**src/rtl/lcd_text_refresh.sv**
```systemverilog
// Character-LCD front end: holds a ROWS x COLS text buffer and continuously mirrors
// it to an HD44780-class panel through a byte-level driver (send_en / send_busy).
module lcd_text_refresh #(
   parameter int          ROWS        = 2,
   parameter int          COLS        = 16,
   parameter logic [7:0]  FUNC_SET    = 8'h38,
   parameter int          POWERON_CYC = 800_000,
   parameter int          REFRESH_CYC = 20_000_000,
   parameter int          UPDATE_MODE = 0,
   parameter int          ACK_TIMEOUT = 1024
) (
   input  logic       clk,
   input  logic       rst,
   input  logic       wr_en,
   input  logic [1:0] wr_row,
   input  logic [5:0] wr_col,
   input  logic [7:0] wr_char,
   output logic       wr_err,
   output logic       send_en,
   output logic       send_rs,
   output logic [7:0] send_data,
   input  logic       send_busy,
   output logic       init_done,
   output logic       frame_done,
   output logic       ack_err
);

   localparam int CELLS   = ROWS * COLS;
   localparam int IDX_W   = (CELLS > 1) ? $clog2(CELLS) : 1;
   localparam int TMR_MAX = (POWERON_CYC > REFRESH_CYC) ? POWERON_CYC : REFRESH_CYC;
   localparam int TMR_W   = $clog2(TMR_MAX + 1);
   localparam int ACK_W   = $clog2(ACK_TIMEOUT + 1);

   localparam logic [TMR_W-1:0] PWR_LAST = TMR_W'(POWERON_CYC - 1);
   localparam logic [TMR_W-1:0] REF_LAST = TMR_W'(REFRESH_CYC - 1);
   localparam logic [ACK_W-1:0] ACK_LAST = ACK_W'(ACK_TIMEOUT);

   typedef enum logic [2:0] {
      S_PWR_WAIT,
      S_INIT,
      S_SET_ROW,
      S_DATA,
      S_FRAME_WAIT,
      S_ISSUE,
      S_WAIT_ACK,
      S_WAIT_DONE
   } state_t;

   state_t state, state_next, ret_state;

   logic [7:0]       buffer [0:CELLS-1];
   logic             dirty;
   logic [TMR_W-1:0] timer;
   logic [ACK_W-1:0] ack_cnt;
   logic [2:0]       init_idx;
   logic [1:0]       row_idx;
   logic [5:0]       col_idx;

   logic             wr_ok;
   logic [IDX_W-1:0] wr_idx;
   logic [IDX_W-1:0] rd_idx;
   logic             pwr_done, ref_done, ack_expired;
   logic             last_init, last_col, last_row;
   logic             byte_done;

   function automatic logic [7:0] init_cmd(input logic [2:0] idx);
      case (idx)
         3'd0:    init_cmd = FUNC_SET;
         3'd1:    init_cmd = 8'h0C;
         3'd2:    init_cmd = 8'h06;
         3'd3:    init_cmd = 8'h01;
         default: init_cmd = 8'h80;
      endcase
   endfunction

   // DDRAM row bases: rows 2/3 continue rows 0/1 at offset COLS.
   function automatic logic [7:0] row_cmd(input logic [1:0] row);
      case (row)
         2'd0:    row_cmd = 8'h80;
         2'd1:    row_cmd = 8'hC0;
         2'd2:    row_cmd = 8'h80 | 8'(COLS);
         default: row_cmd = 8'h80 | (8'h40 + 8'(COLS));
      endcase
   endfunction

   assign wr_ok       = wr_en && (int'(wr_row) < ROWS) && (int'(wr_col) < COLS);
   assign wr_idx      = IDX_W'(int'(wr_row) * COLS + int'(wr_col));
   assign rd_idx      = IDX_W'(int'(row_idx) * COLS + int'(col_idx));
   assign pwr_done    = (timer == PWR_LAST);
   assign ref_done    = (timer == REF_LAST);
   assign ack_expired = (ack_cnt == ACK_LAST);
   assign last_init   = (init_idx == 3'd4);
   assign last_col    = (int'(col_idx) == COLS - 1);
   assign last_row    = (int'(row_idx) == ROWS - 1);
   assign byte_done   = (state == S_WAIT_DONE) && !send_busy;

   // NOTE: sequential state is written with <= so every register samples the
   // pre-edge value of its neighbours, independent of block evaluation order.
   always_ff @(posedge clk) begin
      if (rst) state <= S_PWR_WAIT;
      else     state <= state_next;
   end

   // NOTE: state_next gets a default before the case so no path leaves it
   // unassigned, which would otherwise infer a latch.
   always_comb begin
      state_next = state;
      case (state)
         S_PWR_WAIT:   if (pwr_done) state_next = S_INIT;
         S_INIT,
         S_SET_ROW,
         S_DATA:       state_next = S_ISSUE;
         S_FRAME_WAIT: if (ref_done && ((UPDATE_MODE == 0) || dirty)) state_next = S_SET_ROW;
         S_ISSUE:      if (!send_busy) state_next = S_WAIT_ACK;
         S_WAIT_ACK: begin
            if (send_busy)        state_next = S_WAIT_DONE;
            else if (ack_expired) state_next = S_INIT;
         end
         S_WAIT_DONE: begin
            if (!send_busy) begin
               case (ret_state)
                  S_INIT:    state_next = last_init ? S_SET_ROW : S_INIT;
                  S_SET_ROW: state_next = S_DATA;
                  default:   state_next = !last_col ? S_DATA :
                                          (last_row ? S_FRAME_WAIT : S_SET_ROW);
               endcase
            end
         end
         default:      state_next = S_PWR_WAIT;
      endcase
   end

   always_comb begin
      send_en = (state == S_ISSUE) && !send_busy;
   end

   // Text buffer, dirty flag and write-error pulse.
   // NOTE: the buffer is a small flop array, so it is cleared to spaces in a single
   // reset cycle rather than by a sequenced fill as a RAM would need.
   always_ff @(posedge clk) begin
      if (rst) begin
         for (int i = 0; i < CELLS; i++) buffer[i] <= 8'h20;
         dirty  <= 1'b1;
         wr_err <= 1'b0;
      end else begin
         wr_err <= wr_en && !wr_ok;
         if (wr_ok) buffer[wr_idx] <= wr_char;
         if (wr_ok)                                          dirty <= 1'b1;
         else if ((state == S_SET_ROW) && (row_idx == 2'd0)) dirty <= 1'b0;
      end
   end

   // Sequencer counters, byte latch and status flags.
   always_ff @(posedge clk) begin
      if (rst) begin
         timer      <= '0;
         ack_cnt    <= '0;
         init_idx   <= '0;
         row_idx    <= '0;
         col_idx    <= '0;
         ret_state  <= S_PWR_WAIT;
         send_rs    <= 1'b0;
         send_data  <= 8'h00;
         init_done  <= 1'b0;
         frame_done <= 1'b0;
         ack_err    <= 1'b0;
      end else begin
         frame_done <= 1'b0;
         case (state)
            S_PWR_WAIT: if (!pwr_done) timer <= timer + TMR_W'(1);
            S_INIT: begin
               send_rs   <= 1'b0;
               send_data <= init_cmd(init_idx);
               ret_state <= S_INIT;
            end
            S_SET_ROW: begin
               send_rs   <= 1'b0;
               send_data <= row_cmd(row_idx);
               ret_state <= S_SET_ROW;
            end
            S_DATA: begin
               send_rs   <= 1'b1;
               send_data <= buffer[rd_idx];
               ret_state <= S_DATA;
            end
            S_FRAME_WAIT: if (!ref_done) timer <= timer + TMR_W'(1);
            S_ISSUE:      ack_cnt <= '0;
            S_WAIT_ACK: begin
               if (!send_busy) begin
                  if (ack_expired) begin
                     ack_err  <= 1'b1;
                     init_idx <= '0;
                  end else begin
                     ack_cnt <= ack_cnt + ACK_W'(1);
                  end
               end
            end
            S_WAIT_DONE: begin
               if (byte_done) begin
                  case (ret_state)
                     S_INIT: begin
                        if (last_init) begin
                           init_done <= 1'b1;
                           init_idx  <= '0;
                           row_idx   <= '0;
                           col_idx   <= '0;
                        end else begin
                           init_idx <= init_idx + 3'd1;
                        end
                     end
                     S_SET_ROW: col_idx <= '0;
                     default: begin
                        if (last_col) begin
                           col_idx <= '0;
                           if (last_row) begin
                              row_idx    <= '0;
                              frame_done <= 1'b1;
                              timer      <= '0;
                           end else begin
                              row_idx <= row_idx + 2'd1;
                           end
                        end else begin
                           col_idx <= col_idx + 6'd1;
                        end
                     end
                  endcase
               end
            end
            default: ;
         endcase
      end
   end

endmodule

```
**config.mk**
```make
export PLATFORM = sky130hd
export DESIGN_NAME = lcd_text_refresh
export DESIGN_NICKNAME = d
export VERILOG_FILES = /design/src/rtl/lcd_text_refresh.sv
export SDC_FILE = /design/constraint.sdc
export NUM_CORES = 1
export LEC_CHECK = 0
export BUFFER_PORTS_ARGS = -buffer_cell sky130_fd_sc_hd__buf_2
export CORE_UTILIZATION = 35
export CTS_BUF_LIST = sky130_fd_sc_hd__clkbuf_16
export DETAILED_ROUTE_END_ITERATION = 8
export PLACE_DENSITY = 0.59
export SLEW_MARGIN = 30
export SYNTH_ARGS = -nofsm -noshare
export SYNTH_HDL_FRONTEND = slang
export SYNTH_SLANG_ARGS = --single-unit
```
**constraint.sdc**
```tcl
create_clock -name clk -period 3.1 [get_ports clk]
set_input_delay 0.62 -clock clk [delete_from_list [all_inputs] [get_ports clk]]
set_output_delay 0.62 -clock clk [all_outputs]
set_load 0.05 [all_outputs]
```
### Yosys cells after proc, flatten, opt, wreduce, memory -nomap -nowiden

Memory sizes are Yosys's and may differ from the RTL's.
Index checks and enable logic that the tools add are counted.

| word-level totals | value |
|---|---|
| bits in read-only memories | 0 |
| memory bits (writable) | 256 |
| output and inout port bits | 14 |
| bits in latches | 0 |
| memories kept | 1 |
| bits in registers | 66 |

| operators by class | value |
|---|---|
| mux-type cells | 48 |
| divide/modulo/power cells | 0 |
| add/sub/neg operators | 7 |
| order comparisons | 2 |
| shift-type cells | 0 |
| bitwise logic cells | 5 |
| $mul | 0 |
| equality and inequality tests | 36 |
| reduce and logical (&&, ||, !) cells | 29 |

Memory list:

| memory | depth | bits a word | rd ports | clocked after Yosys merged registers in | write ports | RTL line | source |
|---|---|---|---|---|---|---|---|
| buffer | 32 | 8 | 1 | 0 | 32 | 51 | `logic [7:0] buffer [0:CELLS-1];` |

Operators with widths:

| cell | number |
|---|---|
| $mux 25 | 6 |
| $pmux 25 s3 | 1 |
| $mux 3 | 13 |
| $pmux 8 s4 | 1 |
| $ne 2x2->1 const B | 14 |
| $add 25x1->25 const B | 1 |
| $eq 25x20->1 const B | 1 |
| $eq 25x25->1 const B | 1 |
| $pmux 8 s3 | 1 |
| $mux 11 | 2 |
| $pmux 11 s2 | 1 |
| $pmux 7 s3 | 1 |
| $pmux 3 s6 | 1 |
| $eq 3x2->1 const B | 5 |
| $eq 3x3->1 const B | 5 |
| $reduce_and 5->1 | 3 |
| $mux 6 | 2 |
| $pmux 3 s2 | 2 |
| $pmux 6 s2 | 1 |
| $add 11x1->11 const B | 1 |
| $eq 11x11->1 const B | 1 |
| $add 5x5->5 | 2 |
| $eq 3x1->1 const B | 3 |
| $pmux 3 s3 | 1 |
| 30 further kinds | 57 |

### Longest topological paths before layout

| depth | value |
|---|---|
| depth in word-level cells | 8 |
| gate-level depth with buffers | 9 |
| mapped depth without buffers | 8 |

### Least setup slack after synthesis

Ideal clock, no wire load.

| timing | value |
|---|---|
| kind | in2reg |
| from | in rst |
| to | mem buffer[8][0], enable pin |
| slack | 303 ps |
| stages | 8 |
| path buffers | 3 |
| data required time | 2,791 ps |
| data arrival time | 2,488 ps |
| path through | clkbuf_1 -> nand2b_1 -> or4_1 -> or3_1 -> clkbuf_1 -> clkbuf_1 -> nor2_1 -> or2_2 |

RTL lines:

| element | RTL line | source |
|---|---|---|
| start, declared | 13 | `input logic rst,` |
| end, declared | 51 |  |

### Final worst setup path

| timing | value |
|---|---|
| from | reg state[0] |
| to | out send_en |

| between the ends | value |
|---|---|
| cells in the longest elaborated chain, start to end | 2 |

RTL lines:

| element | RTL line | source |
|---|---|---|
| start, declared | 49 | `state_t state, state_next, ret_state;` |
| start signal, assigned | 101 | `else state <= state_next;` |
| $eq 3x3->1 | 134 | `send_en = (state == S_ISSUE) && !send_busy;` |
| $logic_and 1x1->1 | 134 |  |
| end, declared | 19 | `output logic send_en,` |

Every way passes these cells.

==> out/qor.yml <==
clock_network:
  ctsHtreeMaxLevel: 2
  cts_setup_buffers: 0
  cts_tree: "built"
  numCtsBuffers: 37
  clock_latency_ns: 0.55
  clock_sinks: 321
  cts_resized: 0
  clkTransAtPathRegs_ns: 0.06
  cts.path.max_buffers: 3
  hold_buffers: 0
  cts-root-buf: "clkbuf_16"
synth:
  ys_async_sr_fraction_pct: 0
  ys.flop_type: "edfxtp_1"
  ys_seq_elements: 321
  synthCells: 1190
  synth_top_area_share_pct: 50.5
  synth_area_leaders: "edfxtp_1 51%, mux4_2 10%, and2_1 9.3%"
  yosysWarnings: 0
  yosysUniqueCellTypes: 60
  syn_nets: 1221
  seq_area_frac_synth_pct: 59.1
  avgSynthCellArea_um2: 12.8
  synth_area_leader_cell: "edfxtp_1"
  synth_edf_count: 256
  syn_area_mm2: 0.0152
sta:
  worstMarginPinSlew_ns: 0.744
  final-setup-viol-count: 0
  hold_viol: 0
  rsz0062_at_grt: "no"
  fmax_mhz: 379
  fin_crit_sh_pct: 85.2
  maxSlewHeadroom_pct: 50.0
  fin_skew_ns: 0.0400
  postLayoutSetupSlackWorst_ns: 0.460
  drv_slew: 0
  period_needed_ns: 2.64
  setup_tns_ns: 0
critical_path:
  rrSetupSlack_ns: 0.56
  r2r_start: "col_idx[1]"
  reg2regPathDepth: 6
  timing.rr.end: "send_data[1]"
  worstPathArrival_ns: 2.02
  worstSetupPathType: "reg2out"
  crit_path_end_kind: "primary output"
  crit_fanout: 15
  start_kind: "flop"
  cp.required_ns: 2.48
min_path:
  hold_path_class: "in2reg"
  hold_path_end: "wr_err"
  whs_path_depth: 3
  worstHoldStart: "wr_col[5]"
pwr:
  power_density_mw_per_mm2: 563
  ir_drop_v: 0.000322
  total_power_mw: 9.83
  p_leak_nw: 5.85
layout:
  fin_nets: 1282
  drive_gt1_share_pct: 20.0
  nFillCells: 4039
  design_area_mm2: 0.0174
  area.growth.synth_to_final_pct: 14.6
  antenna_cells: 0
routing:
  drt_wl_total_mm: 37.5
  initialDrtViolationCount: 859
  drc: 0
  wl_per_cell_um: 20.1
  vias: 9633
  antenna_left: 0
  dr.pass1.iters: 5
  via_per_inst: 5.17
flow_run:
  maxCapViolCount: 0
floorplan:
  core_area_mm2: 0.0430
  fp.dieH_um: 211
  io_pins: 34
  die_w_um: 211
  die-area_mm2: 0.0443
  row_count: 76
  start_util_pct: 35.4
grt:
  overflow: 0
  grt_pass1_wl_mm: 58.2
  antenna_found_initial: 1
  grt_pass1_vias: 9685
  grt_max_degree: 64
  grt.total_usage_pct: 17.5
placed_design:
  place_hpwl_mm: 24.9
  port-buffer-count: 33
  postPlaceCellArea_mm2: 0.0163
  gp_congestion: 0.798
  post-place-ws_ns: 0.340
run_status:
  outcome: "complete, no violations"
==> placed cells by master, fill, tap and decap left out, types with 20 or more instances in the layout <==
cell	count
xnor2_1	27
nand3_1	23
nor3_1	21
or3_1	43
o21ai_0	20
dfxtp_1	62
nor2_1	101
inv_1	27
or2_2	33
a21oi_1	28
and2_1	226
edfxtp_1	256
buf_2	33
clkbuf_16	38
buf_4	55
nand2_1	46
mux4_2	68
==> cells by family after synthesis <==
group	after synthesis	share of synthesized area (%)
adder cells (fa/ha/maj)	11	0.904
buffers and inverters	89	2.29
flip-flops	321	59.1
AND/OR/NAND/NOR	552	20.4
multiplexers	82	11.0
AO/OA/AOI/OAI	103	4.51
XOR/XNOR	32	1.84
==> metrics by stage <==
step                hold slack, ns  cells  util [%]
CTS                          0.315   1863      40.6
global placement             0.450   1797      38.0
detailed placement           0.462   1797      38.0
floorplan                    0.454   1190         -
finish                       0.348   1863      40.6
global route                 0.319   1863      40.6
==> worst max-delay path by stage <==
| stage | from | to | slack [ns] | depth (start not counted) |
|---|---|---|---|---|
| after global placement | rst | buffer[24][6] | 0.37 | 7 |
| final | state[0] | send_en | 0.46 | 5 |
| after floorplan | rst | buffer[8][0] | 0.30 | 8 |
| after CTS | state[0] | send_en | 0.44 | 5 |
| after detailed placement | rst | buffer[24][3] | 0.34 | 7 |
| after global routing | state[0] | send_en | 0.31 | 5 |
==> report_power, final <==
group | internal, mW | switching [mW]
combinational | 0.256 | 0.569
sequential | 4.87 | 0.114
clock | 2.30 | 1.72
==> Yosys cell counts, types with 21 or more instances <==
master	instances
edfxtp_1	256
mux4_2	68
a21oi_1	28
xnor2_1	27
nor2_1	101
nand2_1	46
or2_2	33
clkbuf_1	55
or3_1	43
nor3_1	21
and2_1	226
dfxtp_1	65
nand3_1	23
==> registers in the layout, indices dropped and copies added, names as in the netlist <==
| name | flops |
|---|---|
| buffer | 256 |
| timer | 25 |
| ack_cnt | 11 |
| send_data | 8 |
| col_idx | 6 |
| init_idx | 3 |
| state | 3 |
| ret_state | 2 |
| row_idx | 2 |
| ack_err | 1 |
| frame_done | 1 |
| init_done | 1 |
| send_rs | 1 |
| wr_err | 1 |
==> worst max-delay path, stage by stage, from the launching register on <==
cell	delay, ns
dfxtp_1	0.64
clkinv_1	0.16
nor2_1	0.21
nand2_1	0.10
nor2_1	0.08
buf_2	0.26
==> metal layers <==
layer	routed length (um)	vias to the layer above	GRT usage, %
met3	2170	60	3.01
li1	-	4483	-
met1	16800	4832	24.3
met5	0	-	0
met2	17600	258	28.0
met4	865	0	5.15
==> final cells by class <==
class / instances / area [um2] / area share (%)
clock buffers: 38 / 951 / 5.45
clock inverters: 28 / 156 / 0.896
inverters: 19 / 71.3 / 0.409
multi-input cells: 780 / 5880 / 33.7
flip-flops and latches: 321 / 9000 / 51.6
well taps: 585 / 732 / 4.19
repair buffers: 92 / 658 / 3.77
No activity file was read; power rests on OpenSTA's default activity.
